### src/rtl/pac_mover.sv
// pac_mover: writer side of the 40x30 tile map. Owns Pac-Man's tile
// position, checks the target tile for walls through RAM port B, redraws
// the old and new tiles on a legal move, and tracks score and dots left.
// RAM-facing outputs and the status pulses are registered; each one is
// loaded on the edge that enters the state that owns it.
module pac_mover #(
  parameter logic [5:0]  START_COL  = 6'd19,
  parameter logic [4:0]  START_ROW  = 5'd22,
  parameter logic [7:0]  DOTS_TOTAL = 8'd240,
  parameter logic [15:0] DOT_PTS    = 16'd10,
  parameter logic [15:0] BIG_PTS    = 16'd50
) (
  input  logic        clk,
  input  logic        rst,
  input  logic        step,
  input  logic [1:0]  dir,
  output logic [10:0] addr_b,
  output logic        we_b,
  output logic [2:0]  din_b,
  input  logic [2:0]  dout_b,
  output logic [5:0]  pac_col,
  output logic [4:0]  pac_row,
  output logic [15:0] score,
  output logic [7:0]  dots_left,
  output logic        busy,
  output logic        moved,
  output logic        blocked,
  output logic        level_clear
);

  localparam logic [2:0] TILE_PAC = 3'b010;
  localparam logic [2:0] TILE_UT  = 3'b100;
  localparam logic [2:0] TILE_DOT = 3'b101;
  localparam logic [2:0] TILE_BIG = 3'b110;

  typedef enum logic [2:0] {
    ST_INIT  = 3'd0,
    ST_IDLE  = 3'd1,
    ST_NEXT  = 3'd2,
    ST_WAIT  = 3'd3,
    ST_CHK   = 3'd4,
    ST_BLK   = 3'd5,
    ST_ERASE = 3'd6,
    ST_DRAW  = 3'd7
  } state_t;

  // row*40+col built from shifts so no multiplier is inferred
  function automatic logic [10:0] tile_addr(input logic [4:0] row, input logic [5:0] col);
    logic [10:0] w_row_ext;
    w_row_ext = {6'd0, row};
    return (w_row_ext << 5) + (w_row_ext << 3) + {5'd0, col};
  endfunction

  // Only path, dots, big dots and Pac-Man himself are walkable
  function automatic logic is_wall(input logic [2:0] code);
    logic w_wall;
    case (code)
      TILE_PAC, TILE_UT, TILE_DOT, TILE_BIG: w_wall = 1'b0;
      default:                               w_wall = 1'b1;
    endcase
    return w_wall;
  endfunction

  state_t      r_state, w_state_nxt;
  logic [5:0]  r_col, r_tgt_col, w_tgt_col;
  logic [4:0]  r_row, r_tgt_row, w_tgt_row;
  logic        r_oob, w_oob;
  logic [2:0]  r_tile;
  logic [15:0] r_score, w_pts, w_score_nxt;
  logic [16:0] w_sum;
  logic        w_dot_hit;
  logic [7:0]  r_dots, w_dots_nxt;
  logic [10:0] r_addr_b, w_addr_nxt;
  logic        r_we_b, w_we_nxt;
  logic [2:0]  r_din_b, w_din_nxt;
  logic        r_moved, w_moved_nxt;
  logic        r_blocked, w_blocked_nxt;

  // Target tile for the requested direction; left/right wrap through the tunnel
  always_comb begin
    w_tgt_col = r_col;
    w_tgt_row = r_row;
    w_oob     = 1'b0;
    case (dir)
      2'b00: begin
        if (r_col == 6'd39) w_tgt_col = 6'd0;
        else                w_tgt_col = r_col + 6'd1;
      end
      2'b01: begin
        if (r_row == 5'd0) w_oob = 1'b1;
        else               w_tgt_row = r_row - 5'd1;
      end
      2'b10: begin
        if (r_col == 6'd0) w_tgt_col = 6'd39;
        else               w_tgt_col = r_col - 6'd1;
      end
      2'b11: begin
        if (r_row == 5'd29) w_oob = 1'b1;
        else                w_tgt_row = r_row + 5'd1;
      end
      default: w_oob = 1'b1;
    endcase
  end

  // Score and dot bookkeeping for the tile being entered
  always_comb begin
    w_pts     = 16'd0;
    w_dot_hit = 1'b0;
    case (r_tile)
      TILE_DOT: begin w_pts = DOT_PTS; w_dot_hit = 1'b1; end
      TILE_BIG: begin w_pts = BIG_PTS; w_dot_hit = 1'b1; end
      default:  begin w_pts = 16'd0;   w_dot_hit = 1'b0; end
    endcase
    w_sum = {1'b0, r_score} + {1'b0, w_pts};
    if (w_sum[16]) w_score_nxt = 16'hFFFF;
    else           w_score_nxt = w_sum[15:0];
    if (w_dot_hit && (r_dots != 8'd0)) w_dots_nxt = r_dots - 8'd1;
    else                               w_dots_nxt = r_dots;
  end

  // Next state plus the RAM/pulse values owned by that next state
  always_comb begin
    w_state_nxt   = r_state;
    w_we_nxt      = 1'b0;
    w_addr_nxt    = r_addr_b;
    w_din_nxt     = r_din_b;
    w_moved_nxt   = 1'b0;
    w_blocked_nxt = 1'b0;
    case (r_state)
      ST_INIT: begin
        // First cycle after reset presents the start write, second retires it
        if (r_we_b) begin
          w_state_nxt = ST_IDLE;
        end else begin
          w_we_nxt   = 1'b1;
          w_addr_nxt = tile_addr(START_ROW, START_COL);
          w_din_nxt  = TILE_PAC;
        end
      end
      ST_IDLE: begin
        if (step) begin
          w_state_nxt = ST_NEXT;
          if (!w_oob) w_addr_nxt = tile_addr(w_tgt_row, w_tgt_col);
          else        w_addr_nxt = r_addr_b;
        end else begin
          w_state_nxt = ST_IDLE;
        end
      end
      ST_NEXT: begin
        if (r_oob) begin
          w_state_nxt   = ST_BLK;
          w_blocked_nxt = 1'b1;
        end else begin
          w_state_nxt = ST_WAIT;
        end
      end
      ST_WAIT: w_state_nxt = ST_CHK;
      ST_CHK: begin
        if (is_wall(dout_b)) begin
          w_state_nxt   = ST_BLK;
          w_blocked_nxt = 1'b1;
        end else begin
          w_state_nxt = ST_ERASE;
          w_we_nxt    = 1'b1;
          w_addr_nxt  = tile_addr(r_row, r_col);
          w_din_nxt   = TILE_UT;
        end
      end
      ST_BLK: w_state_nxt = ST_IDLE;
      ST_ERASE: begin
        w_state_nxt = ST_DRAW;
        w_we_nxt    = 1'b1;
        w_addr_nxt  = tile_addr(r_tgt_row, r_tgt_col);
        w_din_nxt   = TILE_PAC;
        w_moved_nxt = 1'b1;
      end
      ST_DRAW: w_state_nxt = ST_IDLE;
      default: w_state_nxt = ST_INIT;
    endcase
  end

  // State register and registered RAM-port / pulse outputs
  always_ff @(posedge clk or negedge rst) begin
    if (!rst) begin
      r_state   <= ST_INIT;
      r_we_b    <= 1'b0;
      r_addr_b  <= 11'd0;
      r_din_b   <= 3'b000;
      r_moved   <= 1'b0;
      r_blocked <= 1'b0;
    end else begin
      r_state   <= w_state_nxt;
      r_we_b    <= w_we_nxt;
      r_addr_b  <= w_addr_nxt;
      r_din_b   <= w_din_nxt;
      r_moved   <= w_moved_nxt;
      r_blocked <= w_blocked_nxt;
    end
  end

  // Move datapath: target latch, tile sample, and commit on DRAW
  always_ff @(posedge clk or negedge rst) begin
    if (!rst) begin
      r_col     <= START_COL;
      r_row     <= START_ROW;
      r_tgt_col <= START_COL;
      r_tgt_row <= START_ROW;
      r_oob     <= 1'b0;
      r_tile    <= TILE_UT;
      r_score   <= 16'd0;
      r_dots    <= DOTS_TOTAL;
    end else begin
      if ((r_state == ST_IDLE) && step) begin
        r_tgt_col <= w_tgt_col;
        r_tgt_row <= w_tgt_row;
        r_oob     <= w_oob;
      end
      if (r_state == ST_CHK) begin
        r_tile <= dout_b;
      end
      if (r_state == ST_DRAW) begin
        r_col   <= r_tgt_col;
        r_row   <= r_tgt_row;
        r_score <= w_score_nxt;
        r_dots  <= w_dots_nxt;
      end
    end
  end

  assign addr_b      = r_addr_b;
  assign we_b        = r_we_b;
  assign din_b       = r_din_b;
  assign moved       = r_moved;
  assign blocked     = r_blocked;
  assign pac_col     = r_col;
  assign pac_row     = r_row;
  assign score       = r_score;
  assign dots_left   = r_dots;
  assign busy        = (r_state != ST_IDLE);
  assign level_clear = (r_dots == 8'd0);

endmodule

### config.mk
export PLATFORM = sky130hd
export DESIGN_NAME = pac_mover
export DESIGN_NICKNAME = d
export VERILOG_FILES = /design/src/rtl/pac_mover.sv
export SDC_FILE = /design/constraint.sdc
export NUM_CORES = 1
export LEC_CHECK = 0
export ABC_CLOCK_PERIOD_IN_PS = 4500
export CELL_PAD_IN_SITES_DETAIL_PLACEMENT = 1
export CELL_PAD_IN_SITES_GLOBAL_PLACEMENT = 1
export CORE_UTILIZATION = 35
export CTS_BUF_LIST = sky130_fd_sc_hd__clkbuf_2 sky130_fd_sc_hd__clkbuf_4 sky130_fd_sc_hd__clkbuf_8
export DETAILED_ROUTE_END_ITERATION = 6
export PLACE_DENSITY_LB_ADDON = 0.1
export SLEW_MARGIN = 10
export SYNTH_ARGS = -nofsm -noshare
export SYNTH_HDL_FRONTEND = slang
export SYNTH_SLANG_ARGS = --single-unit
### constraint.sdc
create_clock -name clk -period 4.5 [get_ports clk]
set_input_delay 0.45 -clock clk [delete_from_list [all_inputs] [get_ports clk]]
set_output_delay 0.45 -clock clk [all_outputs]
set_load 0.05 [all_outputs]
# Word level (Yosys, flattened, before mapping)
# Cells that the tools add are included.
# op_classes
n_eq_ne	24
n_reduce_logical	16
mux	34
add_sub_neg	12
# op_table
cell	n
$mux W11	4
$pmux W11 S4	1
$add A10 B8 Y11	3
$add A11 B6 Y11	3
$eq A3 B3 Y1 const B	9
$pmux W6 S2	2
$pmux W3 S7	1
$add A16 B16 Y17	1
$mux W16	1
$mux W3	4
$mux W6	2
$mux W1	10
$mux W5	2
$ne A2 B2 Y1 const B	5
$pmux W5 S2	1
$eq A3 B2 Y1 const B	3
$pmux W3 S3	1
$logic_not A8 Y1	1
$reduce_bool A8 Y1	1
$sub A8 B1 Y8 const B	1
$add A6 B1 Y6 const B	1
$eq A6 B6 Y1 const B	1
$logic_not A6 Y1	1
$sub A6 B1 Y6 const B	1
other kinds (21)	26
# word_totals
word_cells	100
input_bits	8
output_inout_bits	54
regBits	70

# Logic depth before layout (Yosys ltp)
# depth
ltp_word	8
ltp_mapped	16
ltp_nobuf	16

# Worst setup path before layout
# OpenSTA, ideal clock, no wires.
# synth_timing
path_type	flip-flop to flip-flop
from	register r_row[0] (netlist: pac_row[0])
to	register r_addr_b[9] (netlist: addr_b[9])
stages_incl_launch_ff	15
path_slack_ns	0.773
t_arrival_ns	3.601
t_required_ns	4.374
cell_sequence	dfrtp_1 inv_1 ha_1 nor2b_1 a21oi_1 nor3_1 a211oi_1 fa_1 inv_1 ha_1 a211oi_1 o21ai_0 a211oi_1 nor3b_1 o32a_1
# synth_between
elab_chain_len	8
elab_cells_between_ends	20
# synth_rtl
element	line	source
start: declaration	66	logic [4:0] r_row, r_tgt_row, w_tgt_row;
start signal: assignment	223	r_row <= r_tgt_row;
$add A5 B1 Y5, or another cell as far along	99	else w_tgt_row = r_row + 5'd1;
$mux W5, on equally long branches	98, 90	
$pmux W5 S2	84	case (dir)
$add A10 B8 Y11	51	return (w_row_ext << 5) + (w_row_ext << 3) + {5'd0, col};
$add A11 B6 Y11	51	
$mux W11	143	if (!w_oob) w_addr_nxt = tile_addr(w_tgt_row, w_tgt_col);
$mux W11	141	if (step) begin
$pmux W11 S4	129	case (r_state)
end signal: assignment	194	r_addr_b <= w_addr_nxt;
end: declaration	73	logic [10:0] r_addr_b, w_addr_nxt;
# Parallel ways exist; a longest one is shown, timed or not. The select of a mux whose other input is x is not followed.
# A chain may end at the register's enable or synchronous reset.

# Worst setup path in the final report
# layout_timing
from	register r_row[1] (netlist: pac_row[1])
to	register r_addr_b[9] (netlist: addr_b[9])
# Same word-level chain as after synthesis.

==> flow_summary_export.csv <==
group,metric,value,unit
layout,antenna_cells,0,
sta,grt_setup_unrepaired,"no",
sta,worst_pin_slew,0.921,ns
clock_network,post_cts_buffers,0,
synthesis,async_reset_ff_share,100,%
synthesis,yosysUniqueCellTypes,70,
route,drtPass1Iterations,4,
sta,hold_violations,0,
sta,fmax,255,MHz
grt,grt_pass1_wl,23.3,mm
route,drc_errors,0,
die,die_h,119,um
die,die_area,0.0142,sq mm
sta,fin_worst_skew,0.0173,ns
layout,post-route-util,43.1,%
die,fp.coreArea,0.0133,sq mm
clock_network,ctsResizeCount,0,
clock_network,root_buffer,"clkbuf_8",
grt,grtUsageTotal,21.2,%
power_and_ir_drop,peakVddDrop,430,uV
critical_path,slowest_stage,"dfstp_2",
layout,fin_area,0.00576,sq mm
synthesis,synth_top_flop_cell,"dfrtp_1",
clock_network,clockBufferDepth,2,
grt,globalRouteMet2Util,34.5,%
sta,final.min_clock_period,3.92,ns
clock_network,htreeDepth,3,
route,wirelength,13.9,mm
critical_path,ff2ff_setup_slack,0.58,ns
synthesis,ys_seq_elements,69,
placement,place_congestion,0.842,
grt,groute.layer.met1.usage,27.4,%
hold_path,hold_path_class,"in -> async",
die,initial_core_util,36.1,%
sta,finalSetupTns,0,ns
sta,timing.hold.ws,0.194,ns
critical_path,required,4.77,ns
synthesis,netlist_top_cells_area,"dfrtp_1, ha_1, dfstp_2, o21ai_0, nand2_1",
placement,dp_hpwl,10.2,mm
layout,synthToLayoutAreaGrowth,19.4,%
grt,globalRoute.totalOverflow,0,
power_and_ir_drop,powerDensity,668,mW/mm^2
placement,numPortBuffers,60,
route,vias_per_cell,5.47,
route,routedWlPerCell,18.6,um
critical_path,r2r_cells,14,
sta,slew-limit-headroom,38.6,%
route,via_count,4094,
grt,grt_max_degree,70,
sta,finalCritPeriodShare,87.0,%
flow_run,maxCapViolCount,0,
synthesis,syn_area_per_cell,9.38,sq um
layout,finalNetCount,620,
critical_path,crit_buf_inv,2,
clock_network,clk_latency,0.37,ns
clock_network,clock-sinks,69,
critical_path,crit_chain,"inv_1 -> ha_1 -> nor2b_1 -> a21oi_1 -> nor3_1 -> a211oi_1 -> fa_1 -> inv_1 -> ha_1 -> a211oi_1 -> o21ai_0 -> a211oi_1 -> nor3b_1 -> o32a_1",
route,drtAntennaViolNets,0,
synthesis,synth_edf_count,0,
route,initialDrtViolationCount,103,
clock_network,hold_buffers,0,
synthesis,synth_common_cells,"dfrtp_1, nand2_1, ha_1, o21ai_0, nor2_1",
synthesis,synth.most_common_cell,"dfrtp_1",
critical_path,reg2reg_to,"addr_b[9]$_DFFE_PN0P_",
grt,grt_use_met3,4.12,%
clock_network,tritoncts.num_buffers,9,
power_and_ir_drop,power_leakage,2.47,nW
synthesis,syn_nets,567,
die,die_w,119,um
critical_path,cpMostUsedCell,"a211oi_1",
grt,grt_antenna_before_repair,0,
die,pin_count,62,
critical_path,critical_path_class,"reg -> reg",
die,row_count,42,
synthesis,syn_inst,514,
grt,grt_pass1_vias,4443,
critical_path,crit_family,"compound AO/OA/AOI/OAI gates",
clock_network,clk_pin_slew,0.09,ns
placement,post_dp_cell_area,0.00555,sq mm
critical_path,cp.arrival,4.18,ns
critical_path,crit_fanout,8,
critical_path,reg2reg_from,"pac_row[1]$_DFFE_PN1N_",
grt,busiest_layer,"met2",
layout,drive_above_1_share,12.1,%
critical_path,critPathMaxStageDelay,0.66,ns
synthesis,synth_top_area_share,27.0,%
critical_path,end_kind,"flip-flop",
synthesis,synth-seq-area-share,36.3,%
run_status,outcome,"completed",
sta,setup_viol,0,
synthesis,ys_warn_count,0,
critical_path,cp-start-kind,"flip-flop",
sta,drv_slew,0,
synthesis,synth_top_area_cell,"dfrtp_1",
clock_network,cts_tree,"yes",
synthesis,synth_area,0.00482,sq mm
sequential cells by signal (all words and copies together), names as in the netlist:
signal,count
score,16
blocked,1
moved,1
din_b,2
pac_row,5
r_tile,3
we_b,1
pac_col,6
dots_left,8
r_tgt_row,5
r_tgt_col,6
r_state,3
addr_b,11
r_oob,1
power by group:
group	total [mW]	switching, mW	internal, mW	leakage, nW
sequential	1.12	0.288	0.831	0.842
clock	0.548	0.270	0.278	0.103
combinational	2.18	1.32	0.862	1.53
total	3.85	1.88	1.97	2.47
how the worst max path moves through the flow:
stage,slack [ns],startpoint,cells past startpoint,to
final,0.58,pac_row[1]$_DFFE_PN1N_,14,addr_b[9]$_DFFE_PN0P_
after global routing,0.24,pac_row[1]$_DFFE_PN1N_,14,addr_b[9]$_DFFE_PN0P_
after CTS,0.51,pac_row[1]$_DFFE_PN1N_,14,addr_b[9]$_DFFE_PN0P_
after detailed placement,0.45,dir[0],13,addr_b[9]$_DFFE_PN0P_
after global placement,0.48,dir[0],13,addr_b[9]$_DFFE_PN0P_
after floorplan,0.77,pac_row[0]$_DFFE_PN0N_,14,addr_b[9]$_DFFE_PN0P_
per-stage QoR:
stage / power, mW / setup slack [ns] / std cells
after floorplan: 2.66 / 0.773 / 514
after global placement: 3.26 / 0.480 / 732
after detailed placement: 3.32 / 0.446 / 732
after CTS: 3.90 / 0.514 / 748
after global routing: 4.16 / 0.242 / 748
final: 3.85 / 0.585 / 748
cell families (layout without fill, tap and decap cells):
group / Yosys count / count (layout) / share of synthesized area [%]
mux: 24 / 24 / 5.71
fa+ha+maj: 45 / 45 / 12.6
compound gates: 134 / 134 / 18.3
flops: 69 / 69 / 36.3
buf+inv: 50 / 108 / 4.70
other cells: 1 / 1 / 0.0778
simple gates: 176 / 176 / 19.6
xor+xnor: 15 / 15 / 2.73
cell usage in the layout, fill, tap and decap left out, types with 6 or more instances in the layout:
cell type / n
a21o_1: 6
inv_1: 26
buf_4: 6
a21oi_1: 21
clkbuf_8: 10
nor2_1: 35
fa_1: 6
ha_1: 39
clkdlybuf4s50_1: 59
dfstp_2: 17
nand3_1: 13
o21ai_0: 39
mux2_2: 12
a31oi_1: 15
a41oi_1: 6
nor3_1: 15
dfrtp_1: 52
and2_1: 7
a211oi_1: 10
xnor2_1: 12
nand2_1: 46
nor2b_1: 10
mux2i_1: 8
area by class of cell:
cell class                 count  area (sq um)
clock buffer                  11           145
clock inverter                 5          60.1
fill                        1533          7590
inverter                      27           101
multi-input combinational    395          2850
sequential                    69          1750
tap                          176           220
timing repair buffer          65           636
metal layers:
metal / wire, um / part of all wire [%]
met5: 0 / 0
met4: 320 / 2.3
met3: 482 / 3.5
met2: 6690 / 48
met1: 6420 / 46
No activity file was read; power rests on OpenSTA's default activity.
